--- config.mk ---
export PLATFORM = sky130hd
export DESIGN_NAME = sar_value_finder
export DESIGN_NICKNAME = d
export VERILOG_FILES = /design/src/rtl/sar_pkg.sv /design/src/rtl/sar_value_finder.sv
export SDC_FILE = /design/constraint.sdc
export NUM_CORES = 1
export LEC_CHECK = 0
export CORE_MARGIN = 1.5
export CORE_UTILIZATION = 30
export DETAILED_ROUTE_END_ITERATION = 10
export GPL_TIMING_DRIVEN = 1
export HOLD_SLACK_MARGIN = 0.1
export PLACE_DENSITY = 0.6
export SLEW_MARGIN = 10
export SYNTH_ARGS = -nofsm -noshare
export SYNTH_HDL_FRONTEND = slang
export SYNTH_SLANG_ARGS = --single-unit
--- constraint.sdc ---
create_clock -name clk -period 3.5 [get_ports clk]
set_input_delay 0.35 -clock clk [delete_from_list [all_inputs] [get_ports clk]]
set_output_delay 0.35 -clock clk [all_outputs]
set_load 0.05 [all_outputs]
--- src/rtl/sar_pkg.sv ---
`default_nettype none
// ============================================================================
//  Module      : sar_pkg
//  Description : Shared types and sizing helpers for the successive-
//                approximation value finder.
//  Revision    : 1.0 - initial release
// ============================================================================
package sar_pkg;

  // Search controller states
  typedef enum logic [1:0] {
    IDLE  = 2'd0,
    PROBE = 2'd1,
    DONE  = 2'd2
  } state_t;

  // ceil(log2(n)) but never less than one bit, so a register always exists
  function automatic int clog2_min1(input int n);
    return (n <= 2) ? 1 : $clog2(n);
  endfunction

  // Width of the per-probe wait counter: max(1, clog2(PROBE_WAIT+1))
  function automatic int cnt_width(input int probe_wait);
    return clog2_min1(probe_wait + 1);
  endfunction

endpackage
`default_nettype wire

--- src/rtl/sar_value_finder.sv ---
`default_nettype none
// ============================================================================
//  Module      : sar_value_finder
//  Description : Recovers a hidden WIDTH-bit value through a single-bit
//                "secret > probe" comparator, one result bit per probe,
//                MSB first. Each probe is held PROBE_WAIT+1 cycles.
//  Revision    : 1.0 - initial release
// ============================================================================
module sar_value_finder
  import sar_pkg::*;
#(
  parameter int WIDTH      = 4,
  parameter int PROBE_WAIT = 1
) (
  input  logic             clk,
  input  logic             rst_n,
  input  logic             i_start,
  input  logic             i_abort,
  input  logic             i_greater,
  output logic [WIDTH-1:0] o_probe,
  output logic             o_busy,
  output logic             o_done,
  output logic             o_valid,
  output logic [WIDTH-1:0] o_value
);

  localparam int             c_BW   = clog2_min1(WIDTH);
  localparam int             c_CW   = cnt_width(PROBE_WAIT);
  localparam logic [c_CW-1:0] c_PW   = c_CW'(PROBE_WAIT);
  localparam logic [c_BW-1:0] c_MSB  = c_BW'(WIDTH - 1);

  state_t            r_state;
  logic [c_BW-1:0]   r_bit;
  logic [WIDTH-1:0]  r_acc;
  logic [c_CW-1:0]   r_cnt;
  logic              r_busy;
  logic              r_done;
  logic              r_valid;
  logic [WIDTH-1:0]  r_value;

  logic [WIDTH-1:0]  w_trial;
  logic [WIDTH-1:0]  w_acc_next;

  // Candidate with the current bit set; probing trial-1 turns the strict
  // "secret > probe" answer into "secret >= trial" and keeps the all-ones
  // value off the comparator input.
  always_comb begin
    w_trial    = r_acc | (WIDTH'(1) << r_bit);
    w_acc_next = i_greater ? w_trial : r_acc;
    o_probe    = (r_state == PROBE) ? (w_trial - WIDTH'(1)) : '0;
  end

  // Search controller with registered status/result outputs
  always_ff @(posedge clk or negedge rst_n) begin
    if (!rst_n) begin
      r_state <= IDLE;
      r_bit   <= '0;
      r_acc   <= '0;
      r_cnt   <= '0;
      r_busy  <= 1'b0;
      r_done  <= 1'b0;
      r_valid <= 1'b0;
      r_value <= '0;
    end else begin
      unique case (r_state)
        IDLE: begin
          r_done <= 1'b0;
          if (i_start) begin
            r_state <= PROBE;
            r_bit   <= c_MSB;
            r_acc   <= '0;
            r_cnt   <= c_PW;
            r_valid <= 1'b0;
            r_busy  <= 1'b1;
          end
        end
        PROBE: begin
          if (i_abort) begin
            // Cancel wins over a sample falling in the same cycle
            r_state <= IDLE;
            r_busy  <= 1'b0;
          end else if (r_cnt != '0) begin
            r_cnt <= r_cnt - c_CW'(1);
          end else begin
            r_acc <= w_acc_next;
            if (r_bit == '0) begin
              r_state <= DONE;
              r_busy  <= 1'b0;
              r_done  <= 1'b1;
              r_valid <= 1'b1;
              r_value <= w_acc_next;
            end else begin
              r_bit <= r_bit - c_BW'(1);
              r_cnt <= c_PW;
            end
          end
        end
        DONE: begin
          r_done  <= 1'b0;
          r_state <= IDLE;
        end
        default: begin
          r_state <= IDLE;
          r_busy  <= 1'b0;
          r_done  <= 1'b0;
        end
      endcase
    end
  end

  assign o_busy  = r_busy;
  assign o_done  = r_done;
  assign o_valid = r_valid;
  assign o_value = r_value;

endmodule
`default_nettype wire
Yosys cells after proc, flatten, opt, wreduce, memory -nomap -nowiden
Index checks and enable logic that the tools add are counted.

Input bits: 5. Register bits after elaboration: 16. Logic and storage cells: 67.

Muxes and demuxes: 31. Shift operators: 1. Bitwise logic cells: 4. Add/sub/neg operators: 3. Equality and inequality tests: 9. Reduce and logical (&&, ||, !) cells: 11.

Operators with widths (number): 2-to-1 mux 4 bit (5); 2-to-1 mux 2 bit (8); 2-to-1 mux 1 bit (12); AND reduction 4 bit (3); AND reduction 5 bit (2); AND reduction 3 bit (3); inequality test 2 bit, second input constant (4); one-hot mux 2 bit (2 select lines) (2); one-hot mux 4 bit (2 select lines) (1); zero test 2 bit (2); OR 4 bit (1); one-hot mux 1 bit (2 select lines) (2); << shifter 1 x 2 -> 4 bit, first input constant (1); subtractor 4 x 1 -> 4 bit, second input constant (1); inequality test 3 x 2 -> 1 bit, second input constant (1); inequality test 3 bit, second input constant (1); NOT 1 bit (3); one-hot mux 1 bit (3 select lines) (1); equality test 2 x 1 -> 1 bit, second input constant (1); equality test 2 bit, second input constant (1); inequality test 2 x 1 -> 1 bit, second input constant (1); nonzero test 2 bit (1); subtractor 2 x 1 -> 2 bit, second input constant (1); subtractor 1 bit, second input constant (1).

Depth between registers and ports, before layout
Word-level depth: 6. Gate-level depth with buffers: 7.

Least setup slack after synthesis
Ideal clock, no wire load.

Path kind: register to output. From: register r_bit[0]. To: output port o_probe[3]. Arrival time: 2.251 ns. Path slack: 0.899 ns. Data required time: 3.150 ns. Cell stages (with the launch flop): 6. Cells stage by stage: dfrtp_1 -> inv_1 -> ha_1 -> nor4_1 -> a21oi_1 -> nor3b_1.

Cells in the longest elaborated chain, start to end: 4.

RTL lines: from (decl) (line sar_value_finder.sv:33) `logic [c_BW-1:0] r_bit;`; from (signal assigned) (line sar_value_finder.sv:70) `r_bit <= c_MSB;`; from (signal assigned) (line sar_value_finder.sv:93) `r_bit <= r_bit - c_BW'(1);`; << shifter 1 x 2 -> 4 bit (line sar_value_finder.sv:48) `w_trial = r_acc | (WIDTH'(1) << r_bit);`; OR 4 bit (line sar_value_finder.sv:48); subtractor 4 x 1 -> 4 bit (line sar_value_finder.sv:50) `o_probe = (r_state == PROBE) ? (w_trial - WIDTH'(1)) : '0;`; 2-to-1 mux 4 bit (line sar_value_finder.sv:50); to (decl) (line sar_value_finder.sv:20) `output logic [WIDTH-1:0] o_probe,`.

No other way between the ends.

Worst setup path in the final report
Ends and elaborated chain as after synthesis.

==> results.md <==
- Status: finished, final reports clean
- Hold buffer count at CTS: 0
- Area share of the leading cell type in the synthesized netlist: 0.489
- First-pass DRT Iterations: 4
- Worst reg2reg path endpoint: r_bit[0]$_DFFE_PN0P_
- Fmax: 321 MHz
- Flop2flop setup slack: 1.87 ns
- Largest delay share family, worst path: buffers and inverters
- Final Hold Viols: 0
- Peak supply drop: 0.000395 V
- Synth area leaders: dfrtp_1, a21oi_1, ha_1, a22o_1, nor2_1
- DR WL/cell: 13.3 um
- Post-CTS Setup Inserts: 0
- Cell Area, Synth: 820 sq um
- Max-slew violations: 0
- Max incr delay on CP: 0.83 ns
- Max Root-Sink Buffers: 2
- Largest net degree at the start of global routing: 17
- DRT antenna net count: 0
- First-pass GRT wire length: 2840 um
- Syn_area_per_cell: 10.4 sq um
- Iteration-0 DRC count of the detailed router: 13
- Worst-path clk slew: 0.09 ns
- Initial Utilization: 0.325
- RePlAce Congestion: 0.750
- Worst-Skew Late Latency: 0.28 ns
- Worst path slowest cell: clkdlybuf4s50_1
- Synth Register Bits: 16
- Antenna violations before repair: 0
- Critical path start-end classification: reg2out
- Routed WL: 1670 um
- Crit path max fanout: 15
- Root Driver: clkbuf_4
- Crit path buffers/inverters: 2
- CTS tree: built
- Crit share post-route: 0.889
- Antenna fix cells: 0
- Worst min-delay path category: in2async
- CP cell instances: inv_1 > ha_1 > nor4_1 > a21oi_1 > nor3b_1 > clkdlybuf4s50_1
- Die Span X: 55.3 um
- Full die area: 3050 sq um
- Final setup skew: 0.00360 ns
- Die Ht: 55.3 um
- Most frequent cells in the layout: dfrtp_1, a21oi_1, clkdlybuf4s50_1
- Final net count: 107
- FP Rows: 18
- Yosys top cell by area: dfrtp_1
- Slew HR: 0.520
- R2R cell count: 5
- Final Critical Period: 3.11 ns
- Ys Warns: 0
- Crit path launch type: flop
- IO Count: 16
- Worst Tran Pin Value: 0.718 ns
- Leakage: 0.000470 uW
- CP endpoint kind: output port
- Core area: 2520 sq um
- Maxcap violations: 0
- H-tree depth: 1
- Number of global-route vias before repair: 634
- Via Count: 631
- Commonest non-fill, non-tap cell in the layout: dfrtp_1
- Vias per cell: 5.01
- HPWL reported at the end of detailed placement: 1270 um
- Remaining DRCs: 0
- Arrival @ worst endpoint: 2.76 ns
- Mapped Nets: 89
- Aggregate global routing overflow: 0
- P&R area growth vs syn: 26.0%
- RSZ-0062 raised after global routing: false
- Worst endpoint required time: 3.15 ns
- Post-Synthesis Cells: 79
- CTS sink cnt: 16
- Port bufs: 15
- Layout cells sized above 1: 0.0625
- Register area share after synthesis: 0.489
- Sum of negative setup slack: 0 ns
- Number of CTS-inserted buffers: 3
- Setup violators final: 0
- Reg-to-reg startpoint: r_bit[0]$_DFFE_PN0P_
- Final instance area: 1030 sq um
- Post-CTS Resized: 0
- Pwr Density: 645 nW/um^2
- Aggregate global-route resource usage: 0.115
- Cell variety after synth: 27
- Placed instance area: 996 sq um
layer usage:
metal / global-route usage / up-vias / share of wire
li1: - / 316 / -
met1: 0.158 / 300 / 0.48
met2: 0.182 / 13 / 0.47
met3: 0.0187 / 2 / 0.042
met4: 0.0418 / 0 / 0.0072
met5: 0 / - / 0
power by group:
group          internal [uW]  switching, uW  leakage (uW)  total (uW)
clock network           63.2           57.6     0.0000210         121
logic                    112            193      0.000245         305
registers                213           26.7      0.000204         240
total                    388            277      0.000470         666
logic make-up (layout without fill, tap and decap cells):
family / after synthesis / count (layout) / synth area share
flops: 16 / 16 / 0.489
mux: 1 / 1 / 0.0122
fa+ha+maj: 5 / 5 / 0.0763
buf+inv: 6 / 23 / 0.0321
xor+xnor: 1 / 1 / 0.0107
simple gates: 24 / 24 / 0.183
compound gates: 26 / 26 / 0.197
metrics by stage:
stage | std cells | hold WS (ns) | setup slack, ns | power (uW) | util
global route | 126 | 0.511 | 0.116 | 706 | 0.409
floorplan | 79 | 0.0544 | 0.899 | 451 | -
detailed placement | 122 | 0.469 | 0.716 | 550 | 0.395
CTS | 126 | 0.497 | 0.392 | 674 | 0.409
global placement | 122 | 0.463 | 0.855 | 545 | 0.395
finish | 126 | 0.492 | 0.388 | 666 | 0.409
worst max-delay path by stage:
stage | start | to | slack (ns) | cells past startpoint
floorplan | r_bit[0]$_DFFE_PN0P_ | o_probe[3] | 0.90 | 5
global placement | r_bit[0]$_DFFE_PN0P_ | o_probe[3] | 0.85 | 6
detailed placement | r_bit[0]$_DFFE_PN0P_ | o_probe[3] | 0.72 | 6
CTS | r_bit[0]$_DFFE_PN0P_ | o_probe[3] | 0.39 | 6
global route | r_bit[0]$_DFFE_PN0P_ | o_probe[3] | 0.12 | 6
finish | r_bit[0]$_DFFE_PN0P_ | o_probe[3] | 0.39 | 6
synthesized netlist by cell type:
cell type / number
a21o_1: 2
a21oi_1: 15
a22o_1: 4
and2_1: 2
and2b_1: 1
buf_4: 1
clkbuf_1: 1
dfrtp_1: 16
ha_1: 5
inv_1: 4
mux2i_1: 1
nand2b_1: 2
nand3_1: 1
nand3b_1: 1
nor2_1: 9
nor2b_1: 1
nor3_1: 1
nor3b_1: 2
nor4_1: 1
nor4b_1: 1
nor4b_4: 1
o21ai_0: 2
o21bai_1: 1
o32a_1: 1
o32ai_1: 1
or2_2: 1
xor2_1: 1
area by class of cell:
cell class	count	area [sq um]
Clock buffer	4	36.3
Tap cell	30	37.5
Fill cell	273	1490
Multi-Input combinational cell	57	393
Sequential cell	16	400
Timing Repair Buffer	15	150
Inverter	4	15.0
sequential cells by signal (all words and copies together) (netlist names):
| register | count |
|---|---|
| r_cnt | 1 |
| r_acc | 4 |
| o_valid | 1 |
| r_state | 2 |
| r_bit | 2 |
| o_busy | 1 |
| o_value | 4 |
| o_done | 1 |
Power figures use the tool's default switching activity.
